$ cat src/rtl/decode_stage_if.sv
// Fetch-side and execute-side signals of decode_stage, bundled with master (driver) and slave (stage) views.
// Handshake: a beat moves on a rising edge where valid & ready; the sender holds valid and payload until then.
interface decode_stage_if #(
   parameter int XLEN           = 32,
   parameter int REG_BITS       = 5,
   parameter int STALL_CNT_BITS = 16
) ();
   logic                      in_valid;
   logic                      in_ready;
   logic [31:0]               in_instr;
   logic [XLEN-1:0]           in_pc;
   logic                      flush;

   logic                      out_valid;
   logic                      out_ready;
   logic [XLEN-1:0]           out_pc;
   logic [REG_BITS-1:0]       a0;
   logic [REG_BITS-1:0]       a1;
   logic [REG_BITS-1:0]       a2;
   logic [XLEN-1:0]           imm;
   logic [9:0]                func;
   logic                      en_jmp;
   logic                      en_uncond_jmp;
   logic                      en_rel_reg_jmp;
   logic                      en_imm;
   logic                      en_reg_wr;
   logic                      en_mem_wr;
   logic                      en_mem_re;
   logic                      dmem_addr_bus_use;
   logic [2:0]                ld_code;
   logic                      illegal;
   logic                      is_muldiv;
   logic [STALL_CNT_BITS-1:0] stall_cnt;
   logic [1:0]                dbg_state;

   modport master (
      output in_valid, in_instr, in_pc, flush, out_ready,
      input  in_ready, out_valid, out_pc, a0, a1, a2, imm, func,
             en_jmp, en_uncond_jmp, en_rel_reg_jmp, en_imm, en_reg_wr,
             en_mem_wr, en_mem_re, dmem_addr_bus_use, ld_code, illegal,
             is_muldiv, stall_cnt, dbg_state
   );

   modport slave (
      input  in_valid, in_instr, in_pc, flush, out_ready,
      output in_ready, out_valid, out_pc, a0, a1, a2, imm, func,
             en_jmp, en_uncond_jmp, en_rel_reg_jmp, en_imm, en_reg_wr,
             en_mem_wr, en_mem_re, dmem_addr_bus_use, ld_code, illegal,
             is_muldiv, stall_cnt, dbg_state
   );
endinterface

$ cat src/rtl/decode_stage.sv
// RV32I decode stage: combinational decode into an output register backed by one skid entry.
// Optional M-extension recognition is enabled by defining MUL_DIV_EN.
module decode_stage #(
   parameter int XLEN           = 32,
   parameter int REG_BITS       = 5,
   parameter int STALL_CNT_BITS = 16
) (
   input logic           clk,
   input logic           rst,
   decode_stage_if.slave bus
);
   localparam logic [6:0] OPC_LUI    = 7'h37;
   localparam logic [6:0] OPC_AUIPC  = 7'h17;
   localparam logic [6:0] OPC_JAL    = 7'h6F;
   localparam logic [6:0] OPC_JALR   = 7'h67;
   localparam logic [6:0] OPC_LOAD   = 7'h03;
   localparam logic [6:0] OPC_STORE  = 7'h23;
   localparam logic [6:0] OPC_BRANCH = 7'h63;
   localparam logic [6:0] OPC_OPIMM  = 7'h13;
   localparam logic [6:0] OPC_OP     = 7'h33;

   localparam logic [2:0] LD_NO      = 3'd0;
   localparam logic [2:0] LD_ALU     = 3'd1;
   localparam logic [2:0] LD_MEM     = 3'd2;
   localparam logic [2:0] LD_IMM     = 3'd3;
   localparam logic [2:0] LD_PC      = 3'd4;
   localparam logic [2:0] LD_PC_PIMM = 3'd5;

   typedef struct packed {
      logic [XLEN-1:0]     pc;
      logic [REG_BITS-1:0] a0;
      logic [REG_BITS-1:0] a1;
      logic [REG_BITS-1:0] a2;
      logic [XLEN-1:0]     imm;
      logic [9:0]          func;
      logic                en_jmp;
      logic                en_uncond_jmp;
      logic                en_rel_reg_jmp;
      logic                en_imm;
      logic                en_reg_wr;
      logic                en_mem_wr;
      logic                en_mem_re;
      logic                dmem_addr_bus_use;
      logic [2:0]          ld_code;
      logic                illegal;
      logic                is_muldiv;
   } entry_t;

   // S_ONE: output register holds an entry; S_FULL: skid entry holds one more.
   typedef enum logic [1:0] {
      S_EMPTY = 2'd0,
      S_ONE   = 2'd1,
      S_FULL  = 2'd2
   } state_t;

   state_t                    state;
   state_t                    state_nx;
   entry_t                    dec;
   entry_t                    out_q;
   entry_t                    skid_q;
   logic [STALL_CNT_BITS-1:0] stall_q;
   logic                      legal;
   logic                      in_ready_i;
   logic                      out_valid_i;
   logic                      in_xfer;
   logic                      out_xfer;
   logic                      load_out_new;
   logic                      load_out_skid;
   logic                      load_skid;

   logic [31:0] instr;
   logic [6:0]  opcode;
   logic [2:0]  funct3;
   logic [6:0]  funct7;

   assign instr  = bus.in_instr;
   assign opcode = instr[6:0];
   assign funct3 = instr[14:12];
   assign funct7 = instr[31:25];

   always_comb begin
      dec       = '0;
      legal     = 1'b1;
      dec.pc    = bus.in_pc;
      dec.a0    = instr[19:15];
      dec.a1    = instr[24:20];
      dec.a2    = instr[11:7];
      dec.func  = {funct7, funct3};
      case (opcode)
         OPC_LUI: begin
            dec.imm       = {{(XLEN-31){instr[31]}}, instr[30:12], 12'b0};
            dec.ld_code   = LD_IMM;
            dec.en_reg_wr = 1'b1;
         end
         OPC_AUIPC: begin
            dec.imm       = {{(XLEN-31){instr[31]}}, instr[30:12], 12'b0};
            dec.ld_code   = LD_PC_PIMM;
            dec.en_reg_wr = 1'b1;
         end
         OPC_JAL: begin
            dec.imm           = {{(XLEN-20){instr[31]}}, instr[19:12], instr[20], instr[30:21], 1'b0};
            dec.ld_code       = LD_PC;
            dec.en_jmp        = 1'b1;
            dec.en_uncond_jmp = 1'b1;
            dec.en_imm        = 1'b1;
            dec.en_reg_wr     = 1'b1;
         end
         OPC_JALR: begin
            dec.imm            = {{(XLEN-11){instr[31]}}, instr[30:20]};
            dec.ld_code        = LD_PC;
            dec.en_jmp         = 1'b1;
            dec.en_rel_reg_jmp = 1'b1;
            dec.en_imm         = 1'b1;
            dec.en_reg_wr      = 1'b1;
            legal              = (funct3 == 3'd0);
         end
         OPC_LOAD: begin
            dec.imm               = {{(XLEN-11){instr[31]}}, instr[30:20]};
            dec.func              = '0;
            dec.ld_code           = LD_MEM;
            dec.en_imm            = 1'b1;
            dec.en_reg_wr         = 1'b1;
            dec.en_mem_re         = 1'b1;
            dec.dmem_addr_bus_use = 1'b1;
            legal = (funct3 == 3'd0) || (funct3 == 3'd1) || (funct3 == 3'd2) ||
                    (funct3 == 3'd4) || (funct3 == 3'd5);
         end
         OPC_STORE: begin
            dec.imm               = {{(XLEN-11){instr[31]}}, instr[30:25], instr[11:7]};
            dec.func              = '0;
            dec.ld_code           = LD_NO;
            dec.en_imm            = 1'b1;
            dec.en_mem_wr         = 1'b1;
            dec.dmem_addr_bus_use = 1'b1;
            legal                 = (funct3 <= 3'd2);
         end
         OPC_BRANCH: begin
            dec.imm     = {{(XLEN-12){instr[31]}}, instr[7], instr[30:25], instr[11:8], 1'b0};
            dec.ld_code = LD_NO;
            dec.en_jmp  = 1'b1;
            legal       = (funct3 != 3'd2) && (funct3 != 3'd3);
         end
         OPC_OPIMM: begin
            dec.imm       = {{(XLEN-11){instr[31]}}, instr[30:20]};
            dec.ld_code   = LD_ALU;
            dec.en_imm    = 1'b1;
            dec.en_reg_wr = 1'b1;
         end
         OPC_OP: begin
            dec.ld_code   = LD_ALU;
            dec.en_reg_wr = 1'b1;
`ifdef MUL_DIV_EN
            dec.is_muldiv = (funct7 == 7'h01);
            legal = (funct7 == 7'h00) || (funct7 == 7'h20) || (funct7 == 7'h01);
`else
            legal = (funct7 == 7'h00) || (funct7 == 7'h20);
`endif
         end
         default: legal = 1'b0;
      endcase
      // Illegal entries must never write state or redirect the fetch stream.
      if (!legal) begin
         dec.illegal   = 1'b1;
         dec.en_reg_wr = 1'b0;
         dec.en_mem_wr = 1'b0;
         dec.en_mem_re = 1'b0;
         dec.en_jmp    = 1'b0;
      end
   end

   always_ff @(posedge clk) begin
      if (rst) state <= S_EMPTY;
      else     state <= state_nx;
   end

   always_comb begin
      state_nx = state;
      if (bus.flush) begin
         state_nx = S_EMPTY;
      end else begin
         case (state)
            S_EMPTY: if (in_xfer) state_nx = S_ONE;
            S_ONE: begin
               if (in_xfer && !out_xfer)      state_nx = S_FULL;
               else if (!in_xfer && out_xfer) state_nx = S_EMPTY;
            end
            S_FULL:  if (out_xfer) state_nx = S_ONE;
            default: state_nx = S_EMPTY;
         endcase
      end
   end

   // in_ready comes straight from the state register, so out_ready never reaches it combinationally.
   always_comb begin
      in_ready_i    = (state != S_FULL);
      out_valid_i   = (state != S_EMPTY);
      in_xfer       = bus.in_valid & in_ready_i & ~bus.flush;
      out_xfer      = out_valid_i & bus.out_ready;
      load_out_new  = in_xfer & ((state == S_EMPTY) | out_xfer);
      load_out_skid = ~bus.flush & (state == S_FULL) & out_xfer;
      load_skid     = in_xfer & (state == S_ONE) & ~out_xfer;
   end

   always_ff @(posedge clk) begin
      if (rst) begin
         out_q   <= '0;
         skid_q  <= '0;
         stall_q <= '0;
      end else begin
         if (load_out_new)       out_q <= dec;
         else if (load_out_skid) out_q <= skid_q;
         if (load_skid)          skid_q <= dec;
         if (out_valid_i && !bus.out_ready && (stall_q != {STALL_CNT_BITS{1'b1}}))
            stall_q <= stall_q + STALL_CNT_BITS'(1);
      end
   end

   assign bus.in_ready          = in_ready_i;
   assign bus.out_valid         = out_valid_i;
   assign bus.out_pc            = out_q.pc;
   assign bus.a0                = out_q.a0;
   assign bus.a1                = out_q.a1;
   assign bus.a2                = out_q.a2;
   assign bus.imm               = out_q.imm;
   assign bus.func              = out_q.func;
   assign bus.en_jmp            = out_q.en_jmp;
   assign bus.en_uncond_jmp     = out_q.en_uncond_jmp;
   assign bus.en_rel_reg_jmp    = out_q.en_rel_reg_jmp;
   assign bus.en_imm            = out_q.en_imm;
   assign bus.en_reg_wr         = out_q.en_reg_wr;
   assign bus.en_mem_wr         = out_q.en_mem_wr;
   assign bus.en_mem_re         = out_q.en_mem_re;
   assign bus.dmem_addr_bus_use = out_q.dmem_addr_bus_use;
   assign bus.ld_code           = out_q.ld_code;
   assign bus.illegal           = out_q.illegal;
   assign bus.is_muldiv         = out_q.is_muldiv;
   assign bus.stall_cnt         = stall_q;
   assign bus.dbg_state         = state;
endmodule

$ cat src/flat_wrapper.sv
// flat-port wrapper written by rule: the top's interface ports become plain ports
module decode_stage_flat 
#(
   parameter int XLEN           = 32,
   parameter int REG_BITS       = 5,
   parameter int STALL_CNT_BITS = 16
)
  (clk, rst, bus_in_valid, bus_in_instr, bus_in_pc, bus_flush, bus_out_ready, bus_in_ready, bus_out_valid, bus_out_pc, bus_a0, bus_a1, bus_a2, bus_imm, bus_func, bus_en_jmp, bus_en_uncond_jmp, bus_en_rel_reg_jmp, bus_en_imm, bus_en_reg_wr, bus_en_mem_wr, bus_en_mem_re, bus_dmem_addr_bus_use, bus_ld_code, bus_illegal, bus_is_muldiv, bus_stall_cnt, bus_dbg_state);
  decode_stage_if #(.XLEN(XLEN), .REG_BITS(REG_BITS), .STALL_CNT_BITS(STALL_CNT_BITS)) bus_i ();
  input logic clk;
  input logic rst;
  input wire logic [$bits(bus_i.in_valid)-1:0] bus_in_valid;
  input wire logic [$bits(bus_i.in_instr)-1:0] bus_in_instr;
  input wire logic [$bits(bus_i.in_pc)-1:0] bus_in_pc;
  input wire logic [$bits(bus_i.flush)-1:0] bus_flush;
  input wire logic [$bits(bus_i.out_ready)-1:0] bus_out_ready;
  output wire logic [$bits(bus_i.in_ready)-1:0] bus_in_ready;
  output wire logic [$bits(bus_i.out_valid)-1:0] bus_out_valid;
  output wire logic [$bits(bus_i.out_pc)-1:0] bus_out_pc;
  output wire logic [$bits(bus_i.a0)-1:0] bus_a0;
  output wire logic [$bits(bus_i.a1)-1:0] bus_a1;
  output wire logic [$bits(bus_i.a2)-1:0] bus_a2;
  output wire logic [$bits(bus_i.imm)-1:0] bus_imm;
  output wire logic [$bits(bus_i.func)-1:0] bus_func;
  output wire logic [$bits(bus_i.en_jmp)-1:0] bus_en_jmp;
  output wire logic [$bits(bus_i.en_uncond_jmp)-1:0] bus_en_uncond_jmp;
  output wire logic [$bits(bus_i.en_rel_reg_jmp)-1:0] bus_en_rel_reg_jmp;
  output wire logic [$bits(bus_i.en_imm)-1:0] bus_en_imm;
  output wire logic [$bits(bus_i.en_reg_wr)-1:0] bus_en_reg_wr;
  output wire logic [$bits(bus_i.en_mem_wr)-1:0] bus_en_mem_wr;
  output wire logic [$bits(bus_i.en_mem_re)-1:0] bus_en_mem_re;
  output wire logic [$bits(bus_i.dmem_addr_bus_use)-1:0] bus_dmem_addr_bus_use;
  output wire logic [$bits(bus_i.ld_code)-1:0] bus_ld_code;
  output wire logic [$bits(bus_i.illegal)-1:0] bus_illegal;
  output wire logic [$bits(bus_i.is_muldiv)-1:0] bus_is_muldiv;
  output wire logic [$bits(bus_i.stall_cnt)-1:0] bus_stall_cnt;
  output wire logic [$bits(bus_i.dbg_state)-1:0] bus_dbg_state;
  assign bus_i.in_valid = bus_in_valid;
  assign bus_i.in_instr = bus_in_instr;
  assign bus_i.in_pc = bus_in_pc;
  assign bus_i.flush = bus_flush;
  assign bus_i.out_ready = bus_out_ready;
  assign bus_in_ready = bus_i.in_ready;
  assign bus_out_valid = bus_i.out_valid;
  assign bus_out_pc = bus_i.out_pc;
  assign bus_a0 = bus_i.a0;
  assign bus_a1 = bus_i.a1;
  assign bus_a2 = bus_i.a2;
  assign bus_imm = bus_i.imm;
  assign bus_func = bus_i.func;
  assign bus_en_jmp = bus_i.en_jmp;
  assign bus_en_uncond_jmp = bus_i.en_uncond_jmp;
  assign bus_en_rel_reg_jmp = bus_i.en_rel_reg_jmp;
  assign bus_en_imm = bus_i.en_imm;
  assign bus_en_reg_wr = bus_i.en_reg_wr;
  assign bus_en_mem_wr = bus_i.en_mem_wr;
  assign bus_en_mem_re = bus_i.en_mem_re;
  assign bus_dmem_addr_bus_use = bus_i.dmem_addr_bus_use;
  assign bus_ld_code = bus_i.ld_code;
  assign bus_illegal = bus_i.illegal;
  assign bus_is_muldiv = bus_i.is_muldiv;
  assign bus_stall_cnt = bus_i.stall_cnt;
  assign bus_dbg_state = bus_i.dbg_state;
  decode_stage #(.XLEN(XLEN), .REG_BITS(REG_BITS), .STALL_CNT_BITS(STALL_CNT_BITS)) u_core (.clk(clk), .rst(rst), .bus(bus_i));
endmodule
$ cat config.mk
export PLATFORM = sky130hd
export DESIGN_NAME = decode_stage_flat
export DESIGN_NICKNAME = d
export VERILOG_FILES = /design/src/rtl/decode_stage_if.sv /design/src/rtl/decode_stage.sv /design/src/flat_wrapper.sv
export SDC_FILE = /design/constraint.sdc
export NUM_CORES = 1
export LEC_CHECK = 0
export CAP_MARGIN = 20
export CORE_AREA = 2 2 133 135
export CTS_CLUSTER_DIAMETER = 40
export DETAILED_ROUTE_END_ITERATION = 10
export DIE_AREA = 0 0 135 137
export PLACE_DENSITY = 0.85
export SYNTH_ARGS = -nofsm -noshare
export SYNTH_HDL_FRONTEND = slang
export SYNTH_SLANG_ARGS = --single-unit
$ cat constraint.sdc
create_clock -name clk -period 5.35 [get_ports clk]
set_input_delay 1.07 -clock clk [delete_from_list [all_inputs] [get_ports clk]]
set_output_delay 1.07 -clock clk [all_outputs]
set_load 0.02 [all_outputs]
==> impl_metrics.tcl <==
set metrics [dict create \
    status "finished clean" \
    die_w_um 135 \
    place_inst 1379 \
    drive_gt1_share_pct 8.26 \
    pwr_density_cell_nw_per_um2 345 \
    grt_overflow_total 0 \
    place_congestion 0.864 \
    sequentialPowerShare_pct 40.8 \
    drcViolationCount 0 \
    timing.rr.end "u_core.bus.imm[20]$_SDFFE_PP0P_" \
    path_class "input pin to register" \
    clk_latency_ns 0.54 \
    die_h_um 137 \
    slew_violations 0 \
    synth-edff-count 0 \
    cts_sinks 220 \
    end_kind "register" \
    cpMostUsedCell "nand2_1" \
    drtIter0Drc 606 \
    root_buffer "clkbuf_16" \
    cts_inserted_buffers 31 \
    grt_pass1_vias 7610 \
    synth_nets 1119 \
    synth_cell_types 63 \
    cts_tree "yes" \
    vdd_drop_max_mv 0.313 \
    rsz0062_at_grt "false" \
    yosysSeqAreaShare_pct 46.6 \
    final_nets 1257 \
    drv_cap 0 \
    yosys_most_used_dff "dfxtp_1" \
    grt_pass1_wl_um 39200 \
    synth_seq_cells 220 \
    fillers 1277 \
    tns_ns 0 \
    yosys_warnings 0 \
    r2r_setup_slack_ns 2.62 \
    hold_violations 0 \
    diodes 0 \
    reg2regPathDepth 5 \
    utilization_pct 72.2 \
    finalNonFillerCells 1436 \
    io_pins 191 \
    clockBufferDepth 3 \
    total_power_mw 4.25 \
    tightest_slew_ns 1.12 \
    initial_utilization_pct 55.4 \
    ant_nets 0 \
    dpl_cell_area_um2 11200 \
    clock_skew_ns 0.0223 \
    timing.rr.start "u_core.bus.dbg_state[1]$_SDFFE_PP0P_" \
    grt_use_total_pct 25.9 \
    whs_ns 0.452 \
    p_clk_share_pct 49.0 \
    min_path_type "register to register" \
    critPathMaxFanout 13 \
    viasPerCell 5.80 \
    async_flop_share_pct 0 \
    antenna_found_initial 0 \
    avgSynthCellArea_um2 9.00 \
    vias 8322 \
    timing.final.ws_setup_ns 1.98 \
    critPathLaunchType "input pin" \
    internal-power_mw 3.19 \
    cts_max_level 1 \
    dieArea_um2 18500 \
    critPathArrivalTime_ns 3.71 \
    dp_hpwl_um 15300 \
    period_share_pct 63.0 \
    finish.instance_area_um2 12300 \
    wl_um 24800 \
    clk_pin_slew_ns 0.06 \
    syn2layout_area_growth_pct 30.5 \
    synth.top_cell.area_share_pct 46.6 \
    synth_top_area_cell "dfxtp_1" \
    relSlewSlack_pct 25.5 \
    coreArea_um2 17100 \
    firstDrtPassIters 5 \
    power.leakage_nw 3.92 \
    final.min_clock_period_ns 3.37 \
    endpoint "u_core.bus.imm[20]$_SDFFE_PP0P_" \
    crit_slowest_cell "a21oi_2" \
    cts_setup_buffers 0 \
    numPortBuffers 189 \
    p_switching_mw 1.06 \
    finalSetupViolCount 0 \
    crit_start "bus_out_ready" \
    synthTopCellsByArea "dfxtp_1 (47%), mux2i_1 (10%), a211oi_1 (8.7%)" \
    pre_cts_slack_ns 1.63 \
    cts_hold_buf 0 \
    slowest_delay_ns 0.92 \
    worstPathRequired_ns 5.69 \
    path_cells "clkdlybuf4s50_1 > nand2_1 > nand2_1 > nand3b_1 > a21oi_2 > a221oi_1" \
    grt_max_degree 150 \
    combPwrFrac_pct 10.2 \
    cts_resized 0 \
    max_freq_mhz 297 \
    synthCells 1049 \
    row_count 48 \
    syn_area_um2 9440 \
    p_sw_share_pct 24.8 \
    wl_per_cell_um 17.3 \
]
==> registers in the layout (all words and copies together) (netlist names) <==
signal and flops:
u_core.skid_q 101, u_core.bus.imm 32, u_core.bus.out_pc 32, u_core.bus.stall_cnt 16, u_core.bus.func 10, u_core.bus.a0 5
u_core.bus.a1 5, u_core.bus.a2 5, u_core.bus.ld_code 3, u_core.bus.dbg_state 2, u_core.bus.dmem_addr_bus_use 1, u_core.bus.en_imm 1
u_core.bus.en_jmp 1, u_core.bus.en_mem_re 1, u_core.bus.en_mem_wr 1, u_core.bus.en_reg_wr 1, u_core.bus.en_rel_reg_jmp 1, u_core.bus.en_uncond_jmp 1
u_core.bus.illegal 1
==> synth_stat cells, drive strengths merged (2+ instances only) <==
cell type	instances
a211oi	109
a21o	5
a21oi	96
a221oi	19
a22oi	5
a31oi	2
and3	2
buf	35
clkbuf	57
dfxtp	220
inv	3
mux2i	94
nand2	159
nand2b	5
nand3	19
nand3b	3
nand4	7
nand4b	2
nor2	109
nor2b	10
nor3	16
nor3b	3
nor4	4
o211ai	2
o21a	3
o21ai	12
o22ai	4
o31ai	2
or2	4
or3	8
or4	2
xnor2	9
==> power groups by stage <==
stage | clock network, mW | registers, mW | logic (mW)
global placement | 0 | 1.77 | 0.421
floorplan | 0 | 1.82 | 0.167
global route | 2.18 | 1.74 | 0.460
finish | 2.08 | 1.73 | 0.432
detailed placement | 0 | 1.77 | 0.428
CTS | 2.11 | 1.73 | 0.432
==> metal layers <==
layer / wire, um / GRT usage, % / share of wire [%]
met2: 11800 / 42.7 / 47
met4: 485 / 6.83 / 2.0
met1: 10800 / 34.6 / 43
met3: 1760 / 5.56 / 7.1
met5: 0 / 0 / 0
==> cells in the final DEF (no fill, tap or decap), drive strengths merged, types with 10 or more instances in the layout <==
| cell type | count |
|---|---|
| o21ai | 12 |
| clkdlybuf4s50 | 188 |
| nand3 | 19 |
| nor2b | 10 |
| nor3 | 16 |
| a211oi | 109 |
| a221oi | 19 |
| nand2 | 159 |
| clkbuf | 33 |
| inv | 10 |
| a21oi | 96 |
| dfxtp | 220 |
| nor2 | 109 |
| mux2i | 94 |
==> final cells by class <==
| class | count | area (um2) | area share (%) |
|---|---|---|---|
| multi-input combinational | 734 | 4570 | 37.1 |
| sequential | 220 | 4400 | 35.7 |
| timing repair buffer | 197 | 1980 | 16.1 |
| clock buffer | 33 | 803 | 6.52 |
| tap | 225 | 282 | 2.28 |
| clock inverter | 24 | 273 | 2.21 |
| inverter | 3 | 11.3 | 0.0914 |
==> worst max-delay path, delay by kind of cell <==
kind	cells	cell delay, ns
buffers and inverters	1	0.63
and+or+nand+nor	3	0.81
AOI/OAI and AO/OA	2	1.19
==> worst min-delay path by stage <==
stage	from	endpoint	slack, ns	depth (start not counted)
floorplan	u_core.skid_q[12]$_SDFFE_PP0P_	u_core.skid_q[12]$_SDFFE_PP0P_	0.43	2
detailed placement	u_core.skid_q[67]$_SDFFE_PP0P_	u_core.skid_q[67]$_SDFFE_PP0P_	0.45	2
CTS	u_core.skid_q[10]$_SDFFE_PP0P_	u_core.skid_q[10]$_SDFFE_PP0P_	0.45	2
global placement	u_core.skid_q[7]$_SDFFE_PP0P_	u_core.skid_q[7]$_SDFFE_PP0P_	0.44	2
global route	u_core.skid_q[19]$_SDFFE_PP0P_	u_core.skid_q[19]$_SDFFE_PP0P_	0.47	2
finish	u_core.skid_q[67]$_SDFFE_PP0P_	u_core.skid_q[67]$_SDFFE_PP0P_	0.45	2
==> cells by family (layout without fill, tap and decap cells) <==
kind of cell / count (synthesis) / count (layout) / share of synthesized area [%]
muxes: 95 / 95 / 10.1
and+or+nand+nor: 360 / 360 / 16.8
xor gates and xnor gates: 9 / 9 / 0.835
DFF: 220 / 220 / 46.6
adders and majority gates: 1 / 1 / 0.132
buffers and inverters: 95 / 257 / 5.07
AOI/OAI and AO/OA: 268 / 268 / 20.4
other: 1 / 1 / 0.0397
Note: power is estimated with default switching activity, not from simulation.
